**src/rtl/calc_pkg.sv**
```systemverilog
// Shared command/status codes and issuer state encoding for the calculator keypad path.
package calc_pkg;
    localparam logic [3:0] CMD_ADD         = 4'b1010;
    localparam logic [3:0] CMD_SUB         = 4'b1011;
    localparam logic [3:0] CMD_MUL         = 4'b1100;
    localparam logic [3:0] CMD_EQ          = 4'b1110;
    localparam logic [3:0] CMD_BS          = 4'b1111;
    localparam logic [3:0] CMD_NOP_DEFAULT = 4'b1101;

    localparam logic [1:0] ST_ERR   = 2'b00;
    localparam logic [1:0] ST_BUSY  = 2'b01;
    localparam logic [1:0] ST_READY = 2'b10;

    typedef enum logic [1:0] {
        S_IDLE      = 2'd0,
        S_ISSUE     = 2'd1,
        S_WAIT_DONE = 2'd2,
        S_ERROR     = 2'd3
    } issuer_state_e;
endpackage

```
**src/rtl/calc_cmd_issuer_if.sv**
```systemverilog
// Keypad/calculator-facing signal bundle of calc_cmd_issuer.
// Display capture signals exist only when CALC_DISP_CAPTURE_EN is defined.
interface calc_cmd_issuer_if #(
    parameter int DEPTH = 4
);
    localparam int LW = $clog2(DEPTH) + 1;

    logic          key_valid;
    logic [3:0]    key_code;
    logic          key_ready;
    logic [1:0]    status;
    logic [3:0]    cmd;
    logic [LW-1:0] fifo_level;
    logic          issuing;
    logic          err;
    logic          timeout;
`ifdef CALC_DISP_CAPTURE_EN
    logic [3:0]    data;
    logic [3:0]    pos;
    logic [31:0]   disp_digits;
    logic          disp_valid;

    modport master (
        input  key_valid, key_code, status, data, pos,
        output key_ready, cmd, fifo_level, issuing, err, timeout, disp_digits, disp_valid
    );
    modport slave (
        output key_valid, key_code, status, data, pos,
        input  key_ready, cmd, fifo_level, issuing, err, timeout, disp_digits, disp_valid
    );
`else
    modport master (
        input  key_valid, key_code, status,
        output key_ready, cmd, fifo_level, issuing, err, timeout
    );
    modport slave (
        output key_valid, key_code, status,
        input  key_ready, cmd, fifo_level, issuing, err, timeout
    );
`endif
endinterface

```
**src/rtl/calc_key_fifo.sv**
```systemverilog
// Small key-code FIFO with occupancy output; flush empties it in one cycle.
module calc_key_fifo #(
    parameter int DEPTH = 4,
    parameter int W     = 4
) (
    input  logic                   clock,
    input  logic                   reset,
    input  logic                   i_flush,
    input  logic                   i_push,
    input  logic [W-1:0]           i_data,
    input  logic                   i_pop,
    output logic [W-1:0]           o_head,
    output logic [$clog2(DEPTH):0] o_level,
    output logic                   o_full,
    output logic                   o_empty
);
    localparam int AW = $clog2(DEPTH);

    logic [W-1:0] r_mem [DEPTH];
    logic [AW-1:0] r_wr;
    logic [AW-1:0] r_rd;
    logic [AW:0]   r_level;
    logic          w_do_push;
    logic          w_do_pop;

    assign o_full    = (r_level == (AW+1)'(DEPTH));
    assign o_empty   = (r_level == '0);
    assign w_do_pop  = i_pop && !o_empty;
    // A push into a full FIFO is legal only when the head leaves in the same cycle.
    assign w_do_push = i_push && (!o_full || w_do_pop);
    assign o_head    = r_mem[r_rd];
    assign o_level   = r_level;

    always_ff @(posedge clock) begin
        if (reset || i_flush) begin
            r_wr    <= '0;
            r_rd    <= '0;
            r_level <= '0;
        end else begin
            if (w_do_push) r_wr <= r_wr + 1'b1;
            if (w_do_pop)  r_rd <= r_rd + 1'b1;
            case ({w_do_push, w_do_pop})
                2'b10:   r_level <= r_level + 1'b1;
                2'b01:   r_level <= r_level - 1'b1;
                default: r_level <= r_level;
            endcase
        end
    end

    always_ff @(posedge clock) begin
        if (w_do_push) r_mem[r_wr] <= i_data;
    end
endmodule

```
**src/rtl/calc_cmd_issuer.sv**
```systemverilog
// Keypad-side command issuer: queues key codes and hands them to the calculator over a
// ready/busy status handshake. Optional display rebuild enabled by CALC_DISP_CAPTURE_EN.
module calc_cmd_issuer
    import calc_pkg::*;
#(
    parameter int         DEPTH   = 4,
    parameter int         TIMEOUT = 16,
    parameter logic [3:0] NOP_CMD = CMD_NOP_DEFAULT
) (
    input logic               clock,
    input logic               reset,
    calc_cmd_issuer_if.master bus
);
    localparam int LW    = $clog2(DEPTH) + 1;
    localparam int CNT_W = $clog2(TIMEOUT) + 1;

    issuer_state_e    r_state, w_state_nxt;
    logic [3:0]       r_cmd, w_cmd_nxt;
    logic [CNT_W-1:0] r_cnt, w_cnt_nxt;
    logic             r_err, w_err_nxt;
    logic             r_timeout, w_timeout_nxt;

    logic [3:0]       w_head;
    logic [LW-1:0]    w_level;
    logic             w_full;
    logic             w_empty;
    logic             w_launch;
    logic             w_push;
    logic             w_flush;
    logic             w_key_ready;

    calc_key_fifo #(.DEPTH(DEPTH), .W(4)) u_fifo (
        .clock   (clock),
        .reset   (reset),
        .i_flush (w_flush),
        .i_push  (w_push),
        .i_data  (bus.key_code),
        .i_pop   (w_launch),
        .o_head  (w_head),
        .o_level (w_level),
        .o_full  (w_full),
        .o_empty (w_empty)
    );

    assign w_launch = (r_state == S_IDLE) && !r_err && !w_empty && (bus.status == ST_READY);

    always_ff @(posedge clock) begin
        if (reset) begin
            r_state   <= S_IDLE;
            r_cmd     <= NOP_CMD;
            r_cnt     <= '0;
            r_err     <= 1'b0;
            r_timeout <= 1'b0;
        end else begin
            r_state   <= w_state_nxt;
            r_cmd     <= w_cmd_nxt;
            r_cnt     <= w_cnt_nxt;
            r_err     <= w_err_nxt;
            r_timeout <= w_timeout_nxt;
        end
    end

    always_comb begin
        w_state_nxt   = r_state;
        w_cmd_nxt     = r_cmd;
        w_cnt_nxt     = r_cnt;
        w_err_nxt     = r_err;
        w_timeout_nxt = 1'b0;
        case (r_state)
            S_IDLE: begin
                w_cmd_nxt = NOP_CMD;
                if (w_launch) begin
                    w_cmd_nxt   = w_head;
                    w_cnt_nxt   = '0;
                    w_state_nxt = S_ISSUE;
                end
            end
            S_ISSUE: begin
                if (bus.status == ST_BUSY) begin
                    w_cmd_nxt   = NOP_CMD;
                    w_state_nxt = S_WAIT_DONE;
                end else if (bus.status == ST_READY) begin
                    // Calc never acknowledged: the command is abandoned, not retried.
                    if (r_cnt == CNT_W'(TIMEOUT - 1)) begin
                        w_timeout_nxt = 1'b1;
                        w_cmd_nxt     = NOP_CMD;
                        w_state_nxt   = S_IDLE;
                    end else begin
                        w_cnt_nxt = r_cnt + 1'b1;
                    end
                end
            end
            S_WAIT_DONE: begin
                w_cmd_nxt = NOP_CMD;
                if (bus.status == ST_READY) w_state_nxt = S_IDLE;
            end
            default: begin
                w_cmd_nxt = NOP_CMD;
            end
        endcase
        if (bus.status == ST_ERR) begin
            w_err_nxt   = 1'b1;
            w_cmd_nxt   = NOP_CMD;
            w_state_nxt = S_ERROR;
        end
    end

    always_comb begin
        w_key_ready    = !w_full && !r_err && !(bus.key_valid && (bus.key_code == NOP_CMD));
        w_push         = bus.key_valid && w_key_ready;
        w_flush        = (r_state == S_ERROR) || (bus.status == ST_ERR);
        bus.key_ready  = w_key_ready;
        bus.cmd        = r_cmd;
        bus.fifo_level = w_level;
        bus.issuing    = (r_state == S_ISSUE) || (r_state == S_WAIT_DONE);
        bus.err        = r_err;
        bus.timeout    = r_timeout;
    end

`ifdef CALC_DISP_CAPTURE_EN
    logic [31:0] r_disp;
    logic        r_pos_was7;
    logic        r_disp_valid;

    // A frame is complete when position 7 is followed directly by a wrap to 0.
    always_ff @(posedge clock) begin
        if (reset) begin
            r_disp       <= '0;
            r_pos_was7   <= 1'b0;
            r_disp_valid <= 1'b0;
        end else begin
            if (bus.pos <= 4'd7) r_disp[{bus.pos[2:0], 2'b00} +: 4] <= bus.data;
            r_pos_was7   <= (bus.pos == 4'd7);
            r_disp_valid <= r_pos_was7 && (bus.pos == 4'd0);
        end
    end

    assign bus.disp_digits = r_disp;
    assign bus.disp_valid  = r_disp_valid;
`else
`endif
endmodule

```
**src/flat_wrapper.sv**
```systemverilog
// flat-port wrapper written by rule: the top's interface ports become plain ports
module calc_cmd_issuer_flat import calc_pkg::*;
#(
    parameter int         DEPTH   = 4,
    parameter int         TIMEOUT = 16,
    parameter logic [3:0] NOP_CMD = CMD_NOP_DEFAULT
)
  (clock, reset, bus_key_valid, bus_key_code, bus_status, bus_key_ready, bus_cmd, bus_fifo_level, bus_issuing, bus_err, bus_timeout);
  calc_cmd_issuer_if #(.DEPTH(DEPTH)) bus_i ();
  input logic clock;
  input logic reset;
  input wire logic [$bits(bus_i.key_valid)-1:0] bus_key_valid;
  input wire logic [$bits(bus_i.key_code)-1:0] bus_key_code;
  input wire logic [$bits(bus_i.status)-1:0] bus_status;
  output wire logic [$bits(bus_i.key_ready)-1:0] bus_key_ready;
  output wire logic [$bits(bus_i.cmd)-1:0] bus_cmd;
  output wire logic [$bits(bus_i.fifo_level)-1:0] bus_fifo_level;
  output wire logic [$bits(bus_i.issuing)-1:0] bus_issuing;
  output wire logic [$bits(bus_i.err)-1:0] bus_err;
  output wire logic [$bits(bus_i.timeout)-1:0] bus_timeout;
  assign bus_i.key_valid = bus_key_valid;
  assign bus_i.key_code = bus_key_code;
  assign bus_i.status = bus_status;
  assign bus_key_ready = bus_i.key_ready;
  assign bus_cmd = bus_i.cmd;
  assign bus_fifo_level = bus_i.fifo_level;
  assign bus_issuing = bus_i.issuing;
  assign bus_err = bus_i.err;
  assign bus_timeout = bus_i.timeout;
  calc_cmd_issuer #(.DEPTH(DEPTH), .TIMEOUT(TIMEOUT), .NOP_CMD(NOP_CMD)) u_core (.clock(clock), .reset(reset), .bus(bus_i));
endmodule
```
**config.mk**
```make
export PLATFORM = sky130hd
export DESIGN_NAME = calc_cmd_issuer_flat
export DESIGN_NICKNAME = d
export VERILOG_FILES = /design/src/rtl/calc_pkg.sv /design/src/rtl/calc_cmd_issuer_if.sv /design/src/rtl/calc_key_fifo.sv /design/src/rtl/calc_cmd_issuer.sv /design/src/flat_wrapper.sv
export SDC_FILE = /design/constraint.sdc
export NUM_CORES = 1
export LEC_CHECK = 0
export BUFFER_PORTS_ARGS = -buffer_cell sky130_fd_sc_hd__buf_2
export CORE_AREA = 2 2 71 73
export DETAILED_ROUTE_END_ITERATION = 10
export DIE_AREA = 0 0 73 75
export GPL_ROUTABILITY_DRIVEN = 0
export GPL_TIMING_DRIVEN = 1
export PLACE_DENSITY = 0.59
export SLEW_MARGIN = 20
export SYNTH_ARGS = -nofsm -noshare
export SYNTH_HDL_FRONTEND = slang
export SYNTH_SLANG_ARGS = --single-unit
```
**constraint.sdc**
```tcl
create_clock -name clock -period 6.4 [get_ports clock]
set_input_delay 0.32 -clock clock [delete_from_list [all_inputs] [get_ports clock]]
set_output_delay 0.32 -clock clock [all_outputs]
set_load 0.005 [all_outputs]
```
==> results of run 1 <==
[stage by stage]
stage / hold WS [ns] / cell area [sq um] / power (mW) / cells / setup slack [ns]
after floorplan: 0.419 / 1830 / 0.366 / 161 / 4.19
after global placement: 0.452 / 1970 / 0.385 / 230 / 3.90
after detailed placement: 0.460 / 1970 / 0.391 / 230 / 3.81
after CTS: 0.257 / 2090 / 0.592 / 238 / 3.78
after global routing: 0.261 / 2090 / 0.622 / 239 / 3.85
final: 0.259 / 2090 / 0.591 / 239 / 4.07
[sequential cells by signal, summed over array words and instances (netlist names), 2 cells and up, named ones only]
signal / count
u_core.r_cnt: 5
u_core.r_state: 2
u_core.bus.cmd: 4
u_core.u_fifo.r_rd: 2
u_core.u_fifo.o_level: 3
u_core.u_fifo.r_mem: 16
u_core.u_fifo.r_wr: 2
[cell usage in the layout, fill, tap and decap left out, types with 3 or more instances in the layout]
cell type and n:
dfxtp_1 22, nor2_1 19, buf_2 19, inv_1 18
edfxtp_1 16, ha_1 14, or3_1 5, nand3_1 5
clkbuf_8 5, nor2b_1 4, and2_1 4, a21oi_1 4
mux4_2 4, and3_1 3, mux2i_1 3, xor2_1 3
o21ai_0 3, nand2b_1 3, o22a_1 3
[area by class of cell]
class / instances / area [sq um]
inverter: 18 / 67.6
multi-input combinational: 101 / 821
sequential: 38 / 921
fill: 419 / 2570
tap: 54 / 67.6
clock buffer: 5 / 68.8
clock inverter: 3 / 45.0
timing repair buffer: 20 / 100
[report_power, final]
part / total [mW] / switching [mW] / leakage (nW) / internal, mW
clock: 0.203 / 0.0866 / 0.0504 / 0.116
combinational: 0.116 / 0.0664 / 0.434 / 0.0494
sequential: 0.273 / 0.00934 / 0.325 / 0.263
[layer usage]
metal,vias to the layer above,part of all wire [%],GRT usage [%]
met4,0,1.2,4.94
met3,4,3.9,3.48
met1,614,45,16.7
met2,23,50,22.2
met5,-,0,0
li1,612,-,-
[path summary, 6_finish.rpt]
kind / to / slack, ns / depth (start not counted)
setup / recovery: u_core.u_fifo.o_level[2] / 4.07 / 9
hold / removal: u_core.u_fifo.r_mem[3][1] / 0.26 / 1
setup reg to reg: u_core.u_fifo.o_level[2] / 4.07 / 9
hold reg to reg: u_core.bus.cmd[1] / 0.47 / 2
[cells by family (layout without fill, tap and decap cells)]
| kind of cell | Yosys count | after routing |
|---|---|---|
| AOI/OAI and AO/OA | 21 | 21 |
| xor gates and xnor gates | 5 | 5 |
| adders and majority gates | 15 | 15 |
| buffers and inverters | 22 | 46 |
| DFF | 38 | 38 |
| muxes | 7 | 7 |
| and+or+nand+nor | 53 | 53 |
[critical path, stage by stage (launching register included)]
cell     delay (ns)
dfxtp_1        0.35
inv_1          0.09
ha_1           0.28
and3_1         0.28
ha_1           0.22
inv_1          0.06
fa_1           0.37
xor2_1         0.16
or3_1          0.32
a21oi_1        0.14
==> metrics.md, run 1 <==
| Metric | Value |
|---|---|
| Worst hold-check path type | input port to flip-flop |
| Total Routed Length | 3.34 mm |
| Port bufs | 19 |
| Total Routing Usage GR | a little over an eighth |
| Adder-cell area share of the yosys netlist | 10.7% |
| Setup bufs post-CTS | 0 |
| Largest family of logic cells by synthesized area | simple AND/OR/NAND/NOR gates |
| Area fraction in compound gates after synthesis | 9.36% |
| CP required | 6.62 ns |
| Final Cycle Share | between 30% and 40% |
| Crit path time final | 2.33 ns |
| Max-cap viol count | 0 |
| Die H | 75 um |
| CTS tree | done |
| P per Cell Area | 283 nW/um^2 |
| CP max FO | 7 |
| FF+latch count, synth | 38 |
| Post-DRT Antenna Nets | 0 |
| Die area | ~5500 sq um |
| Post-CTS Hold Buffers | 0 |
| Seq/Total Area, Yosys | 50.3% |
| Starting Density | 39.3% |
| Antenna violations before repair | 0 |
| First-pass GRT wire length | 5.49 mm |
| Via Count | 1253 |
| Status | completed |
| Max Clk Rate | 429 MHz |
| Vias in the first global route | around 1200 |
| Setup crit start | u_core.r_state[0] |
| RSZ-0062 raised after global routing | no |
| CP arrival | 2.55 ns |
| Final slew viol count | 0 |
| Synth cell types | 39 |
| Commonest cells in the netlist | 22 x dfxtp_1, 19 x nor2_1, 18 x inv_1 |
| Root Driver | clkbuf_8 |
| Netlist Area Pre-Place | 1830 sq um |
| Most common cell in the netlist | dfxtp_1 |
| Syn Area/Cell | 11.4 sq um |
| Layout overhead on the synthesized area | 14.1% |
| Fin util | 44.9% |
| Final setup violation count | 0 |
| Fin. Hold Viols | 0 |
| Syn_nets | 185 |
| Syn Inst Count | 161 |
| Core ar. | 4660 sq um |
| Post-route setup TNS | 0 ns |
| Synth Area in XOR/XNOR | 2.39% |
| Leak | 0.809 nW |
| CP Capture Type | flip-flop |
| HP Start | bus_key_code[1] |
| Number of DRC markers in iteration 0 | 51 |
| Max-slew headroom | 65.2% |
| Layout Nets | between 200 and 250 |
| Clock-pin slew on the worst setup and hold paths | 0.07 ns |
| DP HPWL | 2.50 mm |
| Vias per inst | roughly 5.2 |
| CTS H-tree depth | 2 |
| VDD IR-drop max | roughly 0.19 mV |
| Area share of the largest cell type after synthesis | 26.2% |
| DR WL/cell | 14.0 um |
| Final Skew | 0.00974 ns |
| Simple-Gate Fraction of Synth Area | 15.8% |
| DRC | 0 |
| N_diodes | 0 |
| Pin count of the biggest net entering global routing | 14 |
| Post-synthesis mux area share | 6.56% |
| Drt pass-1 iters | 4 |
| Fraction of layout cells with a size suffix above 1 | 18.9% |
| CTS Buffer Depth | 2 |
| Startpoint Class | flip-flop |
| Async set-reset flop share out of synthesis | 0% |
| CTS buffer count | 5 |
| PostCTS Resize Cnt | 0 |
| # rows | 25 |
| Clock Latency Late Sink | 0.29 ns |
| Area contributors post-synth | edfxtp_1 26%, dfxtp_1 24%, ha_1 9.6%, mux4_2 4.9%, nor2_1 3.9% |
| Worst-Margin Slew | 0.523 ns |
| Die Width | 73 um |
| Synth area leader | edfxtp_1 |
| EDFF count, synth | 16 |
| Start of the worst register-to-register path | u_core.r_state[0] |
| # IOs | 20 |
| Top FF cell, synth | dfxtp_1 |
| Clock Sinks | 38 |
| Kind of critical path | flip-flop to flip-flop |
| GR Overflow Total | 0 |
| Synth warn | 0 |
Note: power is estimated with default switching activity, not from simulation.
==> run 2, diff against run 1 <==
PLACE_DENSITY = 0.61   (was 0.59)
clock period = 2 ns   (was 6.4 ns; I/O delays follow)
==> run 2 against run 1 <==
- sequential share of layout area is 3.9 points lower
- worst hold slack worse by 0.21 ns
- critical path type unchanged
- via count is 7.2% higher
- die area did not move
- cell area rose by 11%
- register-to-register slack worse by 4.0 ns
- clock-buffer cell count rose by 1
- power rose to 3.3 times the previous value
- wire length increased by 12%
==> metrics.md, run 2 (synthesis gave the netlist of run 1 again) <==
| Metric | Value |
|---|---|
| Kind of critical path | flip-flop to flip-flop |
| Die H | 75 um (unchanged) |
| CTS Buffer Depth | 2 (unchanged) |
| # IOs | 20 (unchanged) |
| Die Width | 73 um (unchanged) |
| Root Driver | clkbuf_8 |
| Final slew viol count | 0 (unchanged) |
| Most frequent cells in the layout | 22 x buf_4, 19 x buf_2, 18 x nor2_1 |
| Final Skew | 0.00590 ns (-0.00384 ns) |
| Startpoint Class | flip-flop |
| Vias per inst | 5.15 (-1.9%) |
| HP Start | bus_key_code[0] |
| DR WL/cell | 14.3 um (+2.1%) |
| Max FFs per register | 16 (unchanged) |
| Clock Sinks | 38 (unchanged) |
| # rows | 25 (unchanged) |
| CTS H-tree depth | 2 (unchanged) |
| Layout Nets | 230 (+11%) |
| Final setup violation count | 0 (unchanged) |
| Biggest register | u_core.u_fifo.r_mem |
| Clock Latency Late Sink | 0.28 ns (about the same) |
| CTS tree | done |
| Via Count | 1343 (+7.2%) |
| Total Routing Usage GR | 14.8% (+1.5 points) |
| N_diodes | 0 (unchanged) |
| Max-slew headroom | 64.2% (-0.98 points) |
| RSZ-0062 raised after global routing | yes |
| Post-layout power | 1.95 mW (+230%) |
| Max Clk Rate | 513 MHz (+20%) |
| Port bufs | 19 (unchanged) |
| Worst path cell trace | buf_4, ha_1, nor2b_1, or4_4, or3_1, a31oi_1 |
| GR Overflow Total | 0 (unchanged) |
| CTS buffer count | 5 (unchanged) |
| Setup crit start | u_core.r_state[0] |
| Clock-pin slew on the worst setup and hold paths | 0.08 ns (about the same) |
| Leak | 0.920 nW (+14%) |
| Die area | 5480 sq um (unchanged) |
| Worst hold-check path type | input port to flip-flop |
| Drt pass-1 iters | 4 (unchanged) |
| Fraction of layout cells with a size suffix above 1 | 36.7% (+18 points) |
| CP arrival | 2.15 ns (-0.40 ns) |
| Hold path cells | 1 (unchanged) |
| DRC | 0 (unchanged) |
| VDD IR-drop max | 0.491 mV (+160%) |
| Layout overhead on the synthesized area | 26.8% |
| CP max FO | 4 (-3) |
| CP required | 2.20 ns (-4.42 ns) |
| R2R cell count | 6 (-3) |
| Worst-Margin Slew | 0.533 ns (+0.00992 ns) |
| Starting Density | 39.3% (unchanged) |
| Total Routed Length | 3.73 mm (+12%) |
| Number of DRC markers in iteration 0 | 84 (+65%) |
| First-pass GRT wire length | 6.17 mm (+12%) |
| Crit path time final | 1.95 ns (-0.383 ns) |
| DP HPWL | 2.72 mm (+9.1%) |
| Fin. Hold Viols | 0 (unchanged) |
| Post-CTS Hold Buffers | 0 (unchanged) |
| Pin count of the biggest net entering global routing | 14 (unchanged) |
| Slowest CP cell | or4_4 |
| Vias in the first global route | 1415 (+16%) |
| P per Cell Area | 838 nW/um^2 (+200%) |
| CP peak stage delay | 0.54 ns (+0.17 ns) |
| Pre-CTS setup slack | -0.0991 ns (-3.91 ns) |
| Start of the worst register-to-register path | u_core.r_state[0] |
| Final Cycle Share | 97.4% (+61 points) |
| Max-cap viol count | 0 (unchanged) |
| Worst R2R Setup Slack | 0.05 ns (-4.02 ns) |
| Antenna violations before repair | 0 (unchanged) |
| Most common cell after layout, fill and taps aside | buf_4 |
| CP Capture Type | flip-flop |
| Status | completed |
| Core ar. | 4660 sq um (unchanged) |
| Fin worst setup slack | 0.0515 ns (-4.02 ns) |
| Post-DRT Antenna Nets | 0 (unchanged) |
## run 2: final cells by class
cell class / instances / area [sq um]
Clock buffer: 6 / 82.6
Clock inverter: 2 / 12.5
Fill cell: 419 / 2340
Inverter: 18 / 67.6
Multi-Input combinational cell: 101 / 888
Sequential cell: 38 / 932
Tap cell: 54 / 67.6
Timing Repair Buffer: 42 / 272
## run 2: report_power, final
group	switching (mW)	internal, mW	total [mW]
clock	0.270	0.277	0.547
sequential	0.0245	0.845	0.870
combinational	0.264	0.266	0.530
## run 2: worst max-delay path, delay by kind of cell, from the launching register on
| kind | cells | cell delay, ns |
|---|---|---|
| compound gates | 1 | 0.15 |
| fa+ha+maj | 1 | 0.22 |
| buf+inv | 1 | 0.14 |
| flops | 1 | 0.34 |
| simple gates | 3 | 1.02 |
## run 2: path summary, 6_finish.rpt
path	end
worst max register to register	u_core.r_state[1]
worst min-delay path	u_core.u_fifo.r_mem[0][0]
worst max-delay path	u_core.r_state[1]
worst min register to register	u_core.bus.cmd[2]
## run 2: per-layer routing
metal	track usage, %	routed length [um]	vias up
met2	24.8	1910	33
li1	-	-	660
met3	4.02	175	6
met5	0	0	-
met4	6.38	70	0
met1	18.0	1570	644
## run 2: repair_timing
| action | in CTS | in global routing |
|---|---|---|
| gates resized for setup | 11 | 8 |
| pin swaps | 4 | 4 |
| setup endpoints to repair | 5 | 6 |
| setup buffers | 0 | 2 |
## run 2: per-stage QoR
step | hold WS [ns] | TNS (ns) | cells | area (sq um) | utilization (%)
after global placement | 0.318 | -0.114 | 251 | 2150 | 46.1
after detailed placement | 0.335 | -0.201 | 251 | 2150 | 46.1
after CTS | 0.0306 | 0 | 259 | 2280 | 48.9
after floorplan | 0.199 | -0.00230 | 161 | 1850 | -
final | 0.0457 | 0 | 261 | 2320 | 49.8
after global routing | 0.0286 | -0.0339 | 261 | 2320 | 49.8
